File: config.mk
export PLATFORM = sky130hd
export DESIGN_NAME = serial_negator
export DESIGN_NICKNAME = d
export VERILOG_FILES = /design/src/rtl/alu_pkg.sv /design/src/rtl/full_adder.sv /design/src/rtl/negate_slice.sv /design/src/rtl/serial_negator.sv
export SDC_FILE = /design/constraint.sdc
export NUM_CORES = 1
export LEC_CHECK = 0
export BUFFER_PORTS_ARGS = -buffer_cell sky130_fd_sc_hd__buf_2
export CAP_MARGIN = 30
export CORE_ASPECT_RATIO = 1.2
export CORE_MARGIN = 4
export CORE_UTILIZATION = 44
export CTS_CLUSTER_SIZE = 20
export DETAILED_ROUTE_END_ITERATION = 8
export PLACE_DENSITY = 0.78
export SLEW_MARGIN = 30
export SYNTH_ARGS = -nofsm -noshare
export SYNTH_HDL_FRONTEND = slang
export SYNTH_SLANG_ARGS = --single-unit
export TNS_END_PERCENT = 100
File: constraint.sdc
create_clock -name clk -period 1.3 [get_ports clk]
set_input_delay 0.26 -clock clk [delete_from_list [all_inputs] [get_ports clk]]
set_output_delay 0.26 -clock clk [all_outputs]
set_load 0.05 [all_outputs]
File: src/rtl/alu_pkg.sv
// Shared mode encodings and FSM state type for the serial negator.
package alu_pkg;

  localparam logic [1:0] MODE_PASS = 2'b00;
  localparam logic [1:0] MODE_ONES = 2'b01;
  localparam logic [1:0] MODE_NEG  = 2'b10;
  localparam logic [1:0] MODE_ABS  = 2'b11;

  typedef enum logic [1:0] {
    IDLE = 2'b00,
    BUSY = 2'b01,
    DONE = 2'b10
  } state_t;

endpackage

File: src/rtl/full_adder.sv
// One-bit full adder cell.
module full_adder (
  input  logic a,
  input  logic b,
  input  logic cin,
  output logic sum,
  output logic cout
);

  assign sum  = a ^ b ^ cin;
  assign cout = (a & b) | (cin & (a ^ b));

endmodule

File: src/rtl/negate_slice.sv
// CHUNK-wide conditional-invert ripple incrementer built from full_adder cells.
module negate_slice #(
  parameter int CHUNK = 2
) (
  input  logic [CHUNK-1:0] chunk,
  input  logic             invert,
  input  logic             carry_in,
  output logic [CHUNK-1:0] sum,
  output logic             carry_out
);

  logic [CHUNK:0] carry;

  assign carry[0] = carry_in;

  for (genvar i = 0; i < CHUNK; i++) begin : g_bit
    full_adder u_fa (
      .a    (chunk[i] ^ invert),
      .b    (1'b0),
      .cin  (carry[i]),
      .sum  (sum[i]),
      .cout (carry[i+1])
    );
  end

  assign carry_out = carry[CHUNK];

endmodule

File: src/rtl/serial_negator.sv
// Chunk-serial pass/ones-complement/negate/abs unit with valid/ready handshakes.
// Optional overflow flag output is enabled by defining NEG_OVF_FLAG_EN.
module serial_negator
  import alu_pkg::*;
#(
  parameter int WIDTH = 8,
  parameter int CHUNK = 2
) (
  input  logic             clk,
  input  logic             rst,
  input  logic             in_valid,
  output logic             in_ready,
  input  logic [WIDTH-1:0] in_data,
  input  logic [1:0]       in_mode,
  output logic             out_valid,
  input  logic             out_ready,
`ifdef NEG_OVF_FLAG_EN
  output logic             out_ovf,
`endif
  output logic [WIDTH-1:0] out_data
);

  localparam int N_CHUNKS = WIDTH / CHUNK;
  localparam int CW = (N_CHUNKS > 1) ? $clog2(N_CHUNKS) : 1;
  localparam logic [CW-1:0] LAST_CHUNK = CW'(N_CHUNKS - 1);
  localparam logic [WIDTH-1:0] MIN_NEG = {1'b1, {(WIDTH-1){1'b0}}};

  if (WIDTH < 2 || CHUNK < 1 || (WIDTH % CHUNK) != 0) begin : g_bad_params
    $error("serial_negator: WIDTH must be >= 2 and a multiple of CHUNK");
  end

  state_t           state_q, state_d;
  logic [WIDTH-1:0] data_q, data_d;
  logic [CW-1:0]    cnt_q, cnt_d;
  logic             carry_q, carry_d;
  logic             invert_q, invert_d;
  logic [CHUNK-1:0] slice_sum;
  logic             slice_cout;
  logic             negate;

  negate_slice #(.CHUNK(CHUNK)) u_slice (
    .chunk     (data_q[CHUNK-1:0]),
    .invert    (invert_q),
    .carry_in  (carry_q),
    .sum       (slice_sum),
    .carry_out (slice_cout)
  );

  assign negate = (in_mode == MODE_NEG) || ((in_mode == MODE_ABS) && in_data[WIDTH-1]);

  // data_q is a shift register: operand chunks leave at the bottom while
  // result chunks enter at the top, so it holds the full result in DONE.
  always_comb begin
    state_d  = state_q;
    data_d   = data_q;
    cnt_d    = cnt_q;
    carry_d  = carry_q;
    invert_d = invert_q;
    case (state_q)
      IDLE: begin
        if (in_valid) begin
          data_d   = in_data;
          cnt_d    = '0;
          carry_d  = negate;
          invert_d = negate || (in_mode == MODE_ONES);
          state_d  = BUSY;
        end
      end
      BUSY: begin
        data_d  = (data_q >> CHUNK) | (WIDTH'(slice_sum) << (WIDTH - CHUNK));
        carry_d = slice_cout;
        cnt_d   = cnt_q + 1'b1;
        if (cnt_q == LAST_CHUNK) begin
          state_d = DONE;
        end
      end
      DONE: begin
        if (out_ready) begin
          state_d = IDLE;
        end
      end
      default: state_d = IDLE;
    endcase
  end

  always_ff @(posedge clk) begin
    if (rst) begin
      state_q  <= IDLE;
      data_q   <= '0;
      cnt_q    <= '0;
      carry_q  <= 1'b0;
      invert_q <= 1'b0;
    end else begin
      state_q  <= state_d;
      data_q   <= data_d;
      cnt_q    <= cnt_d;
      carry_q  <= carry_d;
      invert_q <= invert_d;
    end
  end

  assign in_ready  = (state_q == IDLE);
  assign out_valid = (state_q == DONE);
  assign out_data  = (state_q == DONE) ? data_q : '0;

`ifdef NEG_OVF_FLAG_EN
  logic ovf_q, ovf_d;

  always_comb begin
    ovf_d = ovf_q;
    if (state_q == IDLE && in_valid) begin
      ovf_d = ((in_mode == MODE_NEG) || (in_mode == MODE_ABS)) && (in_data == MIN_NEG);
    end
  end

  always_ff @(posedge clk) begin
    if (rst) begin
      ovf_q <= 1'b0;
    end else begin
      ovf_q <= ovf_d;
    end
  end

  assign out_ovf = (state_q == DONE) ? ovf_q : 1'b0;
`else
  // Without the flag build the most-negative constant has no consumer.
  logic unused_min_neg;
  assign unused_min_neg = ^MIN_NEG;
`endif

endmodule
==> flow_results.org <==
** Place
- Half-perimeter wire length after placement :: 1.29 mm
- Placer congestion estimate :: 0.769
- Placed Instances :: 133
- Buffers placed on the I/O ports in this run total 23.
- Once placement finished, the instance area stood at 937 um2.
- OpenSTA, run right after detailed placement, puts the worst setup slack at -0.0982 ns.

** Layout
- After the flow finishes, the layout carries non-filler instances totaling 140.
- Finished Cell Area :: 1130 um2
- Area added between synthesis and finish :: 48.4%
- The repair_antennas step left the layout with diodes totalling 0.
- Most frequent standard cell in the layout excluding fill and tap cells :: sky130_fd_sc_hd__nand2_1
- The net count of the finished layout is 140.
- Share of final-layout standard cells stronger than drive strength 1 :: 0.467
- Share of the core filled with cells :: 0.688
- Highest-count cells in the layout ignoring fill and taps :: sky130_fd_sc_hd__nand2_1, sky130_fd_sc_hd__buf_2, sky130_fd_sc_hd__dfxtp_1

** Pwr
- In this run the static leakage power is 0.510 nW.
- Power spread over the standard cell area amounts to 900 nW/um2.
- The internal portion of the total power is 0.728 mW.
- The share of total power dissipated in the clock network is 0.318.
- Of the total power, the share spent switching nets is 0.283.
- Sequential share of power :: 0.487
- In this run the power spent charging and discharging nets is 0.287 mW.
- Combinational share of power :: 0.195
- VDD IR max :: 0.576 mV

** Global routing
- In the global route stage, met3 resource usage came out at 0.0268.
- Via count of the first global-routing pass :: 694
- Entering global routing, the biggest net connects 12 pins.
- Global-route wire length before repair :: 3.14 mm
- Met1 Resource Use GR :: 0.220
- Remaining Overflow, GRT :: 0
- Total track usage :: 0.177
- Layer with the highest usage after global routing :: met2
- Met2 track utilization from global routing :: 0.284
- Number of antenna violations at the first check in global routing :: 0

** Logic synthesis
- Synthesized cell area :: 761 um2
- Cells after Synth :: 92
- For this run, the number of Yosys warnings is 0.
- Synthesis instantiated 27 different standard cells from the library.
- For this run, the register share of the synthesized area comes to 0.368.
- By area the synthesized netlist is led by sky130_fd_sc_hd__dfxtp_1, sky130_fd_sc_hd__nand2_1, sky130_fd_sc_hd__and2_1.
- The number of nets in the synthesized netlist is 109.
- Cell taking the most area after synthesis :: sky130_fd_sc_hd__dfxtp_1
- The average instance in the mapped netlist occupies 8.27 um2.
- Top cell type's share of synthesized area :: 0.368
- The synthesized design contains 14 register bits.

** Floorplan
- For this design the top-level I/O count stands at 24.
- Die W :: 46.0 um
- Row generation in the floorplan step produced 16 rows.
- Die Y-Extent :: 53.6 um
- The initial utilization of the core area, before any placement, comes to 0.463.
- The floorplan step defined a die boundary enclosing 2460 um2.
- The core region is 1640 um2.

** STA
- Worst relative slew slack :: 0.772
- The number of endpoints with negative hold slack in the final report was 0.
- Setup WS post-layout :: -0.207 ns
- At the pin with the least slew margin, the transition time is 0.342 ns.
- The final number of max-transition violations is 0.
- The smallest clock period supported by the final layout is computed as 1.51 ns.
- Fraction of the cycle the final worst path needs :: 1.16
- Setup repair after global routing missed its margin :: yes
- Post-Route Hold Slack :: 0.193 ns
- Maximum frequency from static timing analysis :: 0.664 GHz
- Between clock sinks in the finished design, the worst skew comes to 0.00654 ns.
- Setup violations remaining at the end of the flow were counted as 10.

** Drt
- DR iter-0 viols :: 9
- After detailed routing, the number of remaining DRC violations is 0.
- Summed over all layers, the routed wires come to 2.04 mm.
- Antenna Violating Nets Remaining :: 0
- Count of vias placed by the detailed router :: 742
- Using the TritonRoute via totals, the vias-per-cell ratio works out to 5.30.
- After detailed routing, the average wire length per cell comes to 14.6 um.
- The first detailed-routing pass took 4 iterations.

** Worst setup path
- The largest single stage delay on the critical path is 0.33 ns.
- Launching element type of the critical path :: flop
- Sequence of cells on the critical path :: nor2b_4 > buf_6 > and2_4 > buf_8
- Critical path data arrival time :: 1.25 ns
- For the worst setup path, the data required time is 1.04 ns.
- The number of buffers and inverters on the critical path is 2.
- Crit path capture type :: output pin
- Worst path top cell family by delay :: simple AND/OR/NAND/NOR gates
- Worst path slowest cell :: sky130_fd_sc_hd__dfxtp_2
- CP Max Fanout :: 5
- Start-to-end type of the worst setup path :: flop to output pin

** Clocking
- CTS built an H-tree with a depth of 1.
- CTS Hold Buffers Added :: 0
- CTS sink cnt :: 14
- The root buffer cell chosen for the clock tree is sky130_fd_sc_hd__clkbuf_4.
- Clock latency reported for the late side of the worst-skew pair :: 0.29 ns
- Max Root-Sink Buffers :: 2
- Clock buffer count from CTS :: 3
- TritonCTS built the clock tree.
- Clock-pin slew of the registers on the worst-case setup and hold paths :: 0.09 ns

** Status
- Violated checks :: negative setup slack
- The flow ran to the end, but the final reports show violations.

** Min path
- Type of the worst min-delay path :: input pin to flop

** Run
- The tool flagged a number of max-cap violations equal to 0.
-- stage by stage --
step | TNS, ns | total power, mW
3_5_place_dp | -0.0982 | 0.684
3_3_place_gp | -0.0525 | 0.676
6_report | -1.71 | 1.02
2_1_floorplan | -0.0654 | 0.629
4_1_cts | -1.35 | 0.999
5_1_grt | -2.13 | 1.07
-- power groups by stage --
stage               registers, mW  logic (mW)  clock network, mW
floorplan                   0.494       0.135                  0
global placement            0.498       0.178                  0
detailed placement          0.501       0.183                  0
CTS                         0.492       0.187              0.319
global route                0.500       0.224              0.345
finish                      0.495       0.198              0.323
-- synth_stat cells --
| library cell | count |
|---|---|
| sky130_fd_sc_hd__nor2b_1 | 2 |
| sky130_fd_sc_hd__and2b_1 | 1 |
| sky130_fd_sc_hd__nor2_1 | 4 |
| sky130_fd_sc_hd__o21ba_1 | 1 |
| sky130_fd_sc_hd__buf_6 | 3 |
| sky130_fd_sc_hd__a22oi_1 | 1 |
| sky130_fd_sc_hd__o221a_2 | 1 |
| sky130_fd_sc_hd__dfxtp_1 | 14 |
| sky130_fd_sc_hd__a2bb2oi_1 | 1 |
| sky130_fd_sc_hd__inv_1 | 5 |
| sky130_fd_sc_hd__o221ai_1 | 1 |
| sky130_fd_sc_hd__a31oi_1 | 7 |
| sky130_fd_sc_hd__a21oi_1 | 2 |
| sky130_fd_sc_hd__nand2_1 | 15 |
| sky130_fd_sc_hd__o2111ai_1 | 1 |
| sky130_fd_sc_hd__nor2_2 | 1 |
| sky130_fd_sc_hd__ha_1 | 3 |
| sky130_fd_sc_hd__buf_2 | 4 |
| sky130_fd_sc_hd__nor3b_1 | 1 |
| sky130_fd_sc_hd__nand3b_1 | 1 |
| sky130_fd_sc_hd__and2_1 | 8 |
| sky130_fd_sc_hd__mux2i_1 | 1 |
| sky130_fd_sc_hd__o21ai_0 | 9 |
| sky130_fd_sc_hd__nor3_1 | 1 |
| sky130_fd_sc_hd__mux2_4 | 1 |
| sky130_fd_sc_hd__nand2b_1 | 1 |
| sky130_fd_sc_hd__xor2_1 | 2 |
-- sequential cells by signal, indices dropped and copies added, names as in the netlist --
name      cells
invert_q      1
cnt_q         2
carry_q       1
data_q        8
state_q       2
-- cell families (layout without fill, tap and decap cells) --
| family | after synthesis | in the layout | share of synthesized area |
|---|---|---|---|
| adder cells (fa/ha/maj) | 3 | 3 | 0.0493 |
| flip-flops | 14 | 14 | 0.368 |
| XOR/XNOR | 2 | 2 | 0.0230 |
| AO/OA/AOI/OAI | 24 | 24 | 0.202 |
| buffers and inverters | 12 | 42 | 0.0954 |
| multiplexers | 2 | 2 | 0.0329 |
| AND/OR/NAND/NOR | 35 | 35 | 0.229 |
-- timing repair --
item | 4_1_cts | 5_1_grt
pin swaps | 6 | 2
setup endpoints to repair | 11 | 13
buffers inserted | 1 | 1
cloned | 1 | 0
resized for setup | 37 | 8
-- routing by layer --
metal,share of wire,routed length (um),up-vias
met5,0,0,-
met4,0.027,55,0
met3,0.056,114,6
met2,0.53,1080,24
met1,0.39,790,338
li1,-,-,374
-- area by class of cell --
cell class                 count  area, um2
clock buffer                   4       36.3
fill                         119        513
inverter                       5       18.8
multi-input combinational     66        465
sequential                    14        288
tap                           18       22.5
timing repair buffer          33        298
-- worst reg2reg max path, delay by kind of cell, from the launching register on --
kind / cells / cell delay [ns]
xor gates and xnor gates: 1 / 0.15
DFF: 1 / 0.38
and+or+nand+nor: 1 / 0.10
AOI/OAI and AO/OA: 2 / 0.27
adders and majority gates: 2 / 0.40
-- worst paths after layout --
kind | slack (ns) | from | cells past startpoint | to
setup / recovery | -0.21 | state_q[1]$_SDFFE_PP0P_ | 4 | out_data[3]
hold / removal | 0.19 | rst | 2 | cnt_q[0]$_SDFFE_PP0P_
setup reg to reg | -0.11 | invert_q$_SDFFE_PP0P_ | 6 | data_q[7]$_SDFFE_PP0P_
hold reg to reg | 0.49 | data_q[5]$_SDFFE_PP0P_ | 2 | data_q[3]$_SDFFE_PP0P_
Power figures use the tool's default switching activity.
